==> config.mk <==
export PLATFORM = sky130hd
export DESIGN_NAME = and_seq_gen
export DESIGN_NICKNAME = d
export VERILOG_FILES = /design/src/rtl/and_seq_pkg.sv /design/src/rtl/and_seq_gen.sv
export SDC_FILE = /design/constraint.sdc
export NUM_CORES = 1
export LEC_CHECK = 0
export ABC_AREA = 1
export BUFFER_PORTS_ARGS = -buffer_cell sky130_fd_sc_hd__buf_2
export CAP_MARGIN = 20
export CORE_ASPECT_RATIO = 1.25
export CORE_MARGIN = 5
export CORE_UTILIZATION = 40
export CTS_BUF_LIST = sky130_fd_sc_hd__clkbuf_4 sky130_fd_sc_hd__clkbuf_8
export DETAILED_ROUTE_END_ITERATION = 8
export PLACE_DENSITY_LB_ADDON = 0.08
export SYNTH_ARGS = -nofsm -noshare
export SYNTH_HDL_FRONTEND = slang
export SYNTH_SLANG_ARGS = --single-unit
==> constraint.sdc <==
create_clock -name clk -period 2.5 [get_ports clk]
set_clock_uncertainty 0.1 [all_clocks]
set_input_delay 0.125 -clock clk [delete_from_list [all_inputs] [get_ports clk]]
set_output_delay 0.125 -clock clk [all_outputs]
set_load 0.01 [all_outputs]
==> src/rtl/and_seq_pkg.sv <==
// Shared constants, state encoding and step/gap tables for the AND sequence
// stimulus generator.
package and_seq_pkg;

    localparam int NUM_STEPS = 11;

    typedef enum logic [1:0] {
        IDLE,
        WAIT,
        HOLD_END
    } state_e;

    // (i2,i1) applied at step k; index 0 is the idle value
    function automatic logic [1:0] stepValue(input logic [3:0] k);
        case (k)
            4'd1:    return 2'b01;
            4'd2:    return 2'b11;
            4'd3:    return 2'b10;
            4'd4:    return 2'b00;
            4'd5:    return 2'b01;
            4'd6:    return 2'b11;
            4'd7:    return 2'b10;
            4'd8:    return 2'b00;
            4'd9:    return 2'b10;
            4'd10:   return 2'b11;
            4'd11:   return 2'b10;
            default: return 2'b00;
        endcase
    endfunction

    // Ticks elapsed between the previous step and step k
    function automatic int unsigned gapTicks(input logic [3:0] k);
        case (k)
            4'd1, 4'd2, 4'd3, 4'd4: return 5;
            4'd5:    return 3;
            4'd6:    return 5;
            4'd7:    return 2;
            4'd8:    return 3;
            4'd9:    return 2;
            4'd10:   return 5;
            4'd11:   return 5;
            default: return 0;
        endcase
    endfunction

endpackage

==> src/rtl/and_seq_gen.sv <==
// Replays the fixed 11-step i2/i1 pattern on request, with one down-counter
// timing the gap before each step and the final hold before done.
module and_seq_gen
    import and_seq_pkg::*;
#(
    parameter int TICK_CYCLES = 4,
    parameter int DONE_HOLD   = 5,
    parameter int CNT_W       = 8
) (
    input  logic       clk,
    input  logic       reset,
    input  logic       start,
    input  logic       abort,
    output logic       i2,
    output logic       i1,
    output logic       step_stb,
    output logic [3:0] step,
    output logic       busy,
    output logic       done
);

    localparam longint MAX_LOAD =
        longint'(((DONE_HOLD > 5) ? DONE_HOLD : 5) * TICK_CYCLES - 1);

    generate
        if (TICK_CYCLES < 1 || DONE_HOLD < 1) begin : g_badParams
            $error("and_seq_gen: TICK_CYCLES and DONE_HOLD must be >= 1");
        end
        if (MAX_LOAD >= (longint'(1) << CNT_W)) begin : g_badCntW
            $error("and_seq_gen: CNT_W too narrow for the longest gap");
        end
    endgenerate

    function automatic logic [CNT_W-1:0] tickLoad(input int unsigned ticks);
        return CNT_W'(ticks * unsigned'(TICK_CYCLES) - 1);
    endfunction

    state_e           state_q, state_d;
    logic [CNT_W-1:0] cnt_q, cnt_d;
    logic [3:0]       step_q, step_d;
    logic [3:0]       stepNext;
    logic             i2_q, i2_d;
    logic             i1_q, i1_d;
    logic             stb_q, stb_d;
    logic             busy_q, busy_d;
    logic             done_q, done_d;

    always_ff @(posedge clk or posedge reset) begin
        if (reset) begin
            state_q <= IDLE;
            cnt_q   <= '0;
            step_q  <= '0;
            i2_q    <= 1'b0;
            i1_q    <= 1'b0;
            stb_q   <= 1'b0;
            busy_q  <= 1'b0;
            done_q  <= 1'b0;
        end else begin
            state_q <= state_d;
            cnt_q   <= cnt_d;
            step_q  <= step_d;
            i2_q    <= i2_d;
            i1_q    <= i1_d;
            stb_q   <= stb_d;
            busy_q  <= busy_d;
            done_q  <= done_d;
        end
    end

    always_comb begin
        state_d  = state_q;
        cnt_d    = cnt_q;
        step_d   = step_q;
        i2_d     = i2_q;
        i1_d     = i1_q;
        stb_d    = 1'b0;
        busy_d   = busy_q;
        done_d   = 1'b0;
        stepNext = step_q + 4'd1;

        case (state_q)
            IDLE: begin
                // start together with abort is deliberately ignored
                if (start && !abort) begin
                    state_d = WAIT;
                    busy_d  = 1'b1;
                    cnt_d   = tickLoad(gapTicks(4'd1));
                end
            end

            WAIT: begin
                if (abort) begin
                    state_d = IDLE;
                    cnt_d   = '0;
                    step_d  = '0;
                    i2_d    = 1'b0;
                    i1_d    = 1'b0;
                    busy_d  = 1'b0;
                end else if (cnt_q != '0) begin
                    cnt_d = cnt_q - CNT_W'(1);
                end else begin
                    {i2_d, i1_d} = stepValue(stepNext);
                    step_d       = stepNext;
                    stb_d        = 1'b1;
                    if (stepNext == 4'(NUM_STEPS)) begin
                        state_d = HOLD_END;
                        cnt_d   = tickLoad(unsigned'(DONE_HOLD));
                    end else begin
                        cnt_d = tickLoad(gapTicks(stepNext + 4'd1));
                    end
                end
            end

            HOLD_END: begin
                if (abort || cnt_q == '0) begin
                    state_d = IDLE;
                    cnt_d   = '0;
                    step_d  = '0;
                    i2_d    = 1'b0;
                    i1_d    = 1'b0;
                    busy_d  = 1'b0;
                    done_d  = !abort;
                end else begin
                    cnt_d = cnt_q - CNT_W'(1);
                end
            end

            default: begin
                state_d = IDLE;
            end
        endcase
    end

    assign i2       = i2_q;
    assign i1       = i1_q;
    assign step_stb = stb_q;
    assign step     = step_q;
    assign busy     = busy_q;
    assign done     = done_q;

endmodule
---- Word level (Yosys, flattened, before mapping) ----
Memory sizes are Yosys's and may differ from the RTL's.
Cells that the tools add are included.
operators by class
  equal/unequal tests ..................... 8
  reduce and logical (&&, ||, !) cells .... 12
  $add $sub $neg .......................... 4
  muxes and demuxes ....................... 35
operator list
  cell                                                                count
  8-bit two-way mux                                                   5
  6-bit two-way mux                                                   4
  8-bit one-hot mux with 3 select lines                               1
  8-bit by 1-bit subtractor with 8-bit output, second input constant  2
  1-bit two-way mux                                                   12
  4-bit two-way mux                                                   3
  2-bit two-way mux                                                   5
  4-bit by 1-bit adder with 4-bit output, second input constant       2
  8-bit zero test                                                     1
  4-bit one-hot mux with 2 select lines                               1
  4-bit AND reduction                                                 2
  8-bit nonzero test                                                  1
  2-bit inequality test, second input constant                        3
  3-bit inequality test, second input constant                        2
  2-bit one-hot mux with 3 select lines                               1
  4-bit == test, second input constant                                1
  1-bit one-hot mux with 2 select lines                               2
  1-bit one-hot mux with 3 select lines                               1
  3-bit AND reduction                                                 1
  3-bit nonzero test                                                  1
  2-bit by 1-bit == test with 1-bit output, second input constant     1
  2-bit == test, second input constant                                1
  2-bit zero test                                                     1
  2-bit AND reduction                                                 1
  4 further kinds                                                     4
word-level totals
  memories ................................ 2
  memory bits (read-only) ................. 80
  logic and storage cells ................. 69
  register bits after elaboration ......... 19
  output and inout bits ................... 9
  input port bits ......................... 4
memory list
  memory            words  width  rd ports  clocked after memory_dff  wr ports  RTL line           text
  (name not given)  16     3      1         0                         0         and_seq_pkg.sv:33  case (k)
  (name not given)  16     2      1         0                         0         and_seq_pkg.sv:15  case (k)

---- Depth between registers and ports, before layout ----
Gate-level depths: netlist of the first run.
An unclocked memory read counts as a cell.
  word-level depth ........................ 12
  depth in mapped cells ................... 17
  mapped depth without buffers ............ 16

---- Worst setup path after synthesis of the first run ----
Ideal clock, no wire load.
  path kind ............................... reg2reg
  start ................................... register step_q[0], in the netlist step[0]
  end ..................................... register cnt_q[4]
  stages on the path, launching flop included .. 17
  setup slack ............................. 0.172 ns
  required time ........................... 2.327 ns
  arrival time ............................ 2.155 ns
  buffers on the path ..................... 1
  clock period less this slack ............ 2.328 ns
  library setup time ...................... 0.073 ns
  cell sequence ........................... dfrtp_1 > buf_6 > inv_1 > ha_1 > inv_1 > nor2_4 > inv_2 > nor2_4 > nand2_2 > nand3_1 > nand2_1 > inv_1 > ha_1 > ha_1 > nand3_1 > nand2_1 > a21oi_2
between the ends
  word-level cells in the longest chain between the ends .. 12
  elaborated cells on any way between the ends .. 13
  those cells by class .................... add/sub (3); eq/ne (1); mux (8); memory (1)
ends and longest elaborated chain
  item                                         RTL line            text
  start, declared                              and_seq_gen.sv:40   logic [3:0] step_q, step_d;
  start signal, assigned                       and_seq_gen.sv:61   step_q <= step_d;
  4-bit by 1-bit adder with 4-bit output (*)   and_seq_gen.sv:79   stepNext = step_q + 4'd1;
  4-bit by 1-bit adder with 4-bit output       and_seq_gen.sv:109  cnt_d = tickLoad(gapTicks(stepNext + 4'd1));
  memory read 16 x 3 bit                       n/a
  6-bit two-way mux                            and_seq_gen.sv:105  if (stepNext == 4'(NUM_STEPS)) begin
  6-bit two-way mux                            and_seq_gen.sv:99   end else if (cnt_q != '0) begin
  6-bit two-way mux                            and_seq_gen.sv:92   if (abort) begin
  6-bit two-way mux                            and_seq_gen.sv:81   case (state_q)
  8-bit by 1-bit subtractor with 8-bit output  and_seq_gen.sv:35   return CNT_W'(ticks * unsigned'(TICK_CYCLES) - 1);
  8-bit two-way mux (*)                        and_seq_gen.sv:105
  8-bit two-way mux (*)                        and_seq_gen.sv:99
  8-bit two-way mux (*)                        and_seq_gen.sv:92
  8-bit one-hot mux with 3 select lines (*)    and_seq_gen.sv:81
  end signal, assigned                         and_seq_gen.sv:60   cnt_q <= cnt_d;
  end, declared                                and_seq_gen.sv:39   logic [CNT_W-1:0] cnt_q, cnt_d;
Every way passes the cells marked *; elsewhere a longest branch is shown, timed or not. The select of a mux whose other input is x is not followed.
A chain may end at the register's enable or synchronous reset.

---- Worst setup path in the final report of the first run ----
Same ends and word-level chain as after synthesis.

==> results.sh, run 1 <==
export IMPL_setup_tns_ps=0
export IMPL_layout_cells_non_filler=269
export IMPL_crit_arrival_ps=2390
export IMPL_path_clk_slew_ps=80
export IMPL_yosys_area_top_type="dfrtp_1"
export IMPL_cp_max_fo=4
export IMPL_synth_edf_count=0
export IMPL_remaining_drc_errors=0
export IMPL_hold_viol=0
export IMPL_yosys_register_bits=19
export IMPL_synthTopCellsByCount="38 x nand2_1, 28 x inv_1, 19 x dfrtp_1, 15 x ha_1, 10 x nand3_1"
export IMPL_worstReg2RegStart="step[0]$_DFFE_PP0P_"
export IMPL_async_flop_share=1.00
export IMPL_cell_internal_pwr_mw=0.821
export IMPL_dieHeight_microns=80.5
export IMPL_grt_first_pass_wirelength_microns=5980
export IMPL_r2r_end="cnt_q[4]$_DFFE_PP0P_"
export IMPL_crit_slowest_cell="dfrtp_1"
export IMPL_critPathBufInv=4
export IMPL_cts_buffers=3
export IMPL_dr_pass1_iters=6
export IMPL_grt_pass1_vias=1348
export IMPL_crit_path_cell_trace="inv_1 > ha_1 > inv_1 > nor2_4 > inv_2 > nor2_4 > nand2_1 > nand3_1 > nand2_2 > inv_1 > ha_1 > ha_1 > nand3_1 > nand2_1 > a21oi_2"
export IMPL_io_pins=13
export IMPL_dp_cells=262
export IMPL_crit_path_start="step[0]$_DFFE_PP0P_"
export IMPL_hp_class="primary input to register"
export IMPL_num_fill_cells=406
export IMPL_switching_share=0.481
export IMPL_port_buffers=12
export IMPL_drt_initial_drc_count=54
export IMPL_synth_area_per_cell_sq_um=8.16
export IMPL_rrSetupSlack_ps=200
export IMPL_yosys_warnings=0
export IMPL_via_per_inst=4.74
export IMPL_drive_above_1_share=0.298
export IMPL_cts_tree="yes"
export IMPL_postRouteWirelength_microns=3370
export IMPL_rows=25
export IMPL_rr_worst_depth=15
export IMPL_htreeDepth=1
export IMPL_n_antenna_cell=0
export IMPL_synth_area_leaders="dfrtp_1 30%, ha_1 12%, nand2_1 9.0%"
export IMPL_wire_per_inst_microns=12.5
export IMPL_min_period_ps=2300
export IMPL_fin_ws_ps=196
export IMPL_worst_slew_pin_slew_ps=775
export IMPL_critPathCapture="cnt_q[4]$_DFFE_PP0P_"
export IMPL_ant_nets=0
export IMPL_antenna_found_initial=0
export IMPL_cp_num_cells=15
export IMPL_fin_crit_sh=0.922
export IMPL_path_delay_family="adder cells"
export IMPL_worstSetupStartpointType="register"
export IMPL_place_hpwl_microns=2740
export IMPL_die_x_microns=66.4
export IMPL_end_kind="register"
export IMPL_cap_violations=0
export IMPL_synth_distinct_cells=35
export IMPL_clock_tree_root_cell="clkbuf_8"
export IMPL_critical_path_class="register to register"
export IMPL_ys_seq_area_frac=0.299
export IMPL_pwr_share_comb=0.579
export IMPL_initial_core_util=0.417
export IMPL_layout_nets=235
export IMPL_setup_violations=0
export IMPL_gp_congestion=0.876
export IMPL_drv_slew=0
export IMPL_cts_sinks=19
export IMPL_power_mw=1.58
export IMPL_synth_most_common_cell="nand2_1"
export IMPL_grt_max_degree=20
export IMPL_cp_required_ps=2590
export IMPL_rsz0062_at_grt="no"
export IMPL_vias=1274
export IMPL_ys_flop_type="dfrtp_1"
export IMPL_ir_drop_uv=495
export IMPL_overflow=0
export IMPL_max_stage_delay_ps=430
export IMPL_cts_max_path_buffers=2
export IMPL_clkPwrFrac=0.139
export IMPL_synth_top_cell_area_share=0.299
export IMPL_track_usage=0.142
export IMPL_syn_to_final_growth_pct=13.0
export IMPL_coreArea_sq_mm=0.00382
export IMPL_cellPowerDensity_mw_per_mm2=879
export IMPL_dpl_worst_slack_ps=136
export IMPL_status="completed"
export IMPL_clock_latency_ps=260
export IMPL_p_leak_nw=0.930
export IMPL_fmax_mhz=434
export IMPL_die_area_sq_mm=0.00535
export IMPL_syn_num_nets=214
export IMPL_relSlewSlack=0.483
export IMPL_syn_inst=195
export IMPL_netlist_area_sq_mm=0.00159
export IMPL_p_sw_mw=0.760
export IMPL_seqPwrFrac=0.282
-- area by class of cell --
cell class	count	area, sq um	area share
multi-input cells	139	965	0.537
well taps	54	67.6	0.0376
inverters	36	140	0.0779
clock buffers	3	41.3	0.0230
repair buffers	17	103	0.0571
clock inverters	1	5.00	0.00278
flip-flops and latches	19	477	0.265
-- layer usage --
| metal | up-vias | part of all wire | global-route usage |
|---|---|---|---|
| li1 | 664 | - | - |
| met3 | 10 | 0.020 | 0.0182 |
| met1 | 583 | 0.41 | 0.158 |
| met4 | 0 | 0.029 | 0.0549 |
| met5 | - | 0 | 0 |
| met2 | 17 | 0.54 | 0.268 |
-- layout by cell type (no fill, tap or decap), types with 4 or more instances in the layout --
cell type   n
nand2_1    38
inv_1      28
dfrtp_1    18
ha_1       15
buf_2      12
nand3_1    10
nand2_2     9
nor2_1      8
o21ai_0     8
nor2_4      7
inv_2       7
a21oi_1     7
o22ai_1     4
xor2_1      4
-- tightest hold or removal path, cell delays in order --
cell,delay [ps]
buf_2,80
a21oi_1,100
inv_1,110
a22oi_2,80
-- state kept, by name, summed over array words and instances (netlist names) --
signal,count
i2,1
done,1
busy,1
state_q,2
step,4
cnt_q,8
step_stb,1
i1,1
-- cell families (layout without fill, tap and decap cells) --
kind of cell | Yosys count | count (layout) | synth area share
AOI/OAI and AO/OA | 29 | 29 | 0.119
xor gates and xnor gates | 5 | 5 | 0.0275
adders and majority gates | 15 | 15 | 0.118
buffers and inverters | 37 | 57 | 0.0951
DFF | 19 | 19 | 0.299
and+or+nand+nor | 90 | 90 | 0.341
-- power by group through the flow --
stage / clock network (mW) / logic (mW) / registers, mW
floorplan: 0 / 0.702 / 0.451
global placement: 0 / 0.893 / 0.446
detailed placement: 0 / 0.908 / 0.452
CTS: 0.232 / 0.915 / 0.446
global route: 0.244 / 1.04 / 0.455
finish: 0.220 / 0.915 / 0.446
-- stage by stage --
stage               hold WS [ps]  instance area, sq um   util
floorplan                  -23.9                  1590      -
global placement             195                  1720  0.451
detailed placement           216                  1720  0.451
CTS                          173                  1790  0.469
global route                 193                  1800  0.471
finish                       174                  1800  0.471
-- repair_timing --
action,in CTS,in global routing
buffers inserted,0,1
endpoints found under the hold margin,20,0
resized for setup,0,1
hold buffers,2,0
setup endpoints to repair,0,2
-- worst min-delay path by stage --
stage | startpoint | endpoint | slack (ps) | cells after the start
6_report | start | state_q[1]$_DFFE_PP0P_ | 170 | 4
2_1_floorplan | reset | busy$_DFFE_PP0P_ | -20 | 1
3_3_place_gp | reset | done$_DFF_PP0_ | 190 | 2
5_1_grt | start | state_q[1]$_DFFE_PP0P_ | 190 | 4
3_5_place_dp | reset | i1$_DFFE_PP0P_ | 220 | 2
4_1_cts | start | state_q[1]$_DFFE_PP0P_ | 170 | 4
(Power assumes the default switching activity.)
==> run 2: changes to the inputs <==
Settings changed: REMOVE_ABC_BUFFERS set to 1.
==> run 2 against run 1 <==
Compared with the run above:
- register-to-register slack got worse by 30 ps
- first-iteration DRC count grew 22%
- cell count grew 0.37%
- sequential power barely moved
- clock power is essentially flat
==> results.sh, run 2 (synthesis gave the netlist of run 1 again) <==
export IMPL_status="completed"
export IMPL_regMostFlops="cnt_q"
export IMPL_coreArea_sq_mm=0.00382
export IMPL_overflow=0
export IMPL_grt_first_pass_wirelength_microns=5760
export IMPL_port_buffers=12
export IMPL_cap_violations=0
export IMPL_relSlewSlack=0.481
export IMPL_cellPowerDensity_mw_per_mm2=880
export IMPL_postRouteWirelength_microns=3300
export IMPL_dr_pass1_iters=4
export IMPL_drt_initial_drc_count=66
export IMPL_crit_arrival_ps=2430
export IMPL_cp_max_fo=7
export IMPL_grt_pass1_vias=1313
export IMPL_clock_tree_root_cell="clkbuf_8"
export IMPL_hold_viol=0
export IMPL_crit_path_cell_trace="buf_4 > ha_1 > nand2_4 > nand2_4 > nand2_8 > inv_6 > nand2_2 > nand3_1 > nand2_1 > inv_1 > ha_1 > ha_1 > nand3_1 > nand2_1 > a21oi_2"
export IMPL_grt_max_degree=20
export IMPL_place_hpwl_microns=2710
export IMPL_rr_worst_depth=15
export IMPL_via_per_inst=4.77
export IMPL_final_cell_mix="37 x nand2_1, 27 x inv_1, 18 x dfrtp_1"
export IMPL_drive_above_1_share=0.315
export IMPL_power_mw=1.60
export IMPL_cpMostUsedCell="ha_1"
export IMPL_seqPwrFrac=0.279
export IMPL_r2r_end="cnt_q[4]$_DFFE_PP0P_"
export IMPL_remaining_drc_errors=0
export IMPL_dieHeight_microns=80.5
export IMPL_worstSetupStartpointType="register"
export IMPL_wire_per_inst_microns=12.2
export IMPL_vias=1289
export IMPL_cts_tree="yes"
export IMPL_cell_internal_pwr_mw=0.834
export IMPL_utilization=0.475
export IMPL_rows=25
export IMPL_cts_max_path_buffers=2
export IMPL_die_area_sq_mm=0.00535
export IMPL_ir_drop_uv=523
export IMPL_drv_slew=0
export IMPL_p_sw_mw=0.762
export IMPL_pwr_share_comb=0.582
export IMPL_worst_slew_pin_slew_ps=777
export IMPL_n_antenna_cell=0
export IMPL_fmax_mhz=428
export IMPL_end_kind="register"
export IMPL_switching_share=0.477
export IMPL_critPathCapture="cnt_q[4]$_DFFE_PP0P_"
export IMPL_setup_violations=0
export IMPL_placed_cell_area_sq_mm=0.00172
export IMPL_clkPwrFrac=0.139
export IMPL_num_fill_cells=396
export IMPL_fin_area_sq_mm=0.00181
export IMPL_worstReg2RegStart="step[1]$_DFFE_PP0P_"
export IMPL_layout_cells_most_common="nand2_1"
export IMPL_critical_path_class="register to register"
export IMPL_antenna_found_initial=0
export IMPL_gp_congestion=0.913
export IMPL_max_stage_delay_ps=450
export IMPL_rrSetupSlack_ps=160
export IMPL_worstHoldStart="start"
export IMPL_cts_buffers=3
export IMPL_cts_sinks=19
export IMPL_fin_crit_sh=0.934
export IMPL_track_usage=0.141
export IMPL_path_clk_slew_ps=80
export IMPL_initial_core_util=0.417
export IMPL_largest_reg_flops=8
export IMPL_io_pins=13
export IMPL_htreeDepth=1
export IMPL_crit_path_start="step[1]$_DFFE_PP0P_"
export IMPL_clock_latency_ps=260
export IMPL_ant_nets=0
export IMPL_crit_slowest_cell="dfrtp_2"
export IMPL_cp_required_ps=2590
export IMPL_hold_ws_ps=151
export IMPL_layout_nets=236
export IMPL_die_x_microns=66.4
export IMPL_p_leak_nw=0.930
export IMPL_syn_to_final_growth_pct=13.9
export IMPL_hp_class="primary input to register"
export IMPL_min_period_ps=2340
## run 2: area by class of cell
| type | instances | area, sq um | area share |
|---|---|---|---|
| repair buffers | 18 | 110 | 0.0607 |
| well taps | 54 | 67.6 | 0.0373 |
| multi-input cells | 139 | 970 | 0.535 |
| flip-flops and latches | 19 | 477 | 0.263 |
| clock inverters | 1 | 7.51 | 0.00414 |
| clock buffers | 3 | 41.3 | 0.0228 |
| inverters | 36 | 140 | 0.0773 |
## run 2: per-stage QoR
step | std cells | setup WS, ps | TNS, ps
2_1_floorplan | 194 | 41.3 | 0
3_3_place_gp | 262 | 217 | 0
3_5_place_dp | 262 | 103 | 0
4_1_cts | 268 | 84.9 | 0
5_1_grt | 270 | -5.02 | -5.02
6_report | 270 | 165 | 0
## run 2: power groups by stage
stage | clock (mW) | combinational, mW | sequential (mW)
finish | 0.222 | 0.929 | 0.445
global route | 0.247 | 1.05 | 0.455
CTS | 0.233 | 0.912 | 0.445
detailed placement | 0 | 0.909 | 0.450
global placement | 0 | 0.893 | 0.446
floorplan | 0 | 0.688 | 0.459
## run 2: metal layers
layer  global-route usage  routed length, microns
met5                    0                       0
met4               0.0488                      45
met3               0.0210                      87
met2                0.275                    1840
met1                0.148                    1330
## run 2: worst min-delay path by stage
stage | to | depth (start not counted) | slack [ps]
5_1_grt | state_q[1]$_DFFE_PP0P_ | 4 | 180
4_1_cts | state_q[1]$_DFFE_PP0P_ | 4 | 150
2_1_floorplan | busy$_DFFE_PP0P_ | 1 | -20
3_3_place_gp | done$_DFF_PP0_ | 2 | 190
6_report | state_q[1]$_DFFE_PP0P_ | 4 | 150
3_5_place_dp | i2$_DFFE_PP0P_ | 2 | 210
## run 2: critical path: cells and delay by family, from the launching register on
kind | cells | cell delay, ps
adders and majority gates | 3 | 720
and+or+nand+nor | 8 | 630
DFF | 1 | 450
buffers and inverters | 3 | 240
AOI/OAI and AO/OA | 1 | 120
## run 2: repair_timing
item,4_1_cts,5_1_grt
setup endpoints to repair,0,2
hold buffers,2,0
endpoints found under the hold margin,20,0
buffers inserted,0,2
resized for setup,0,4
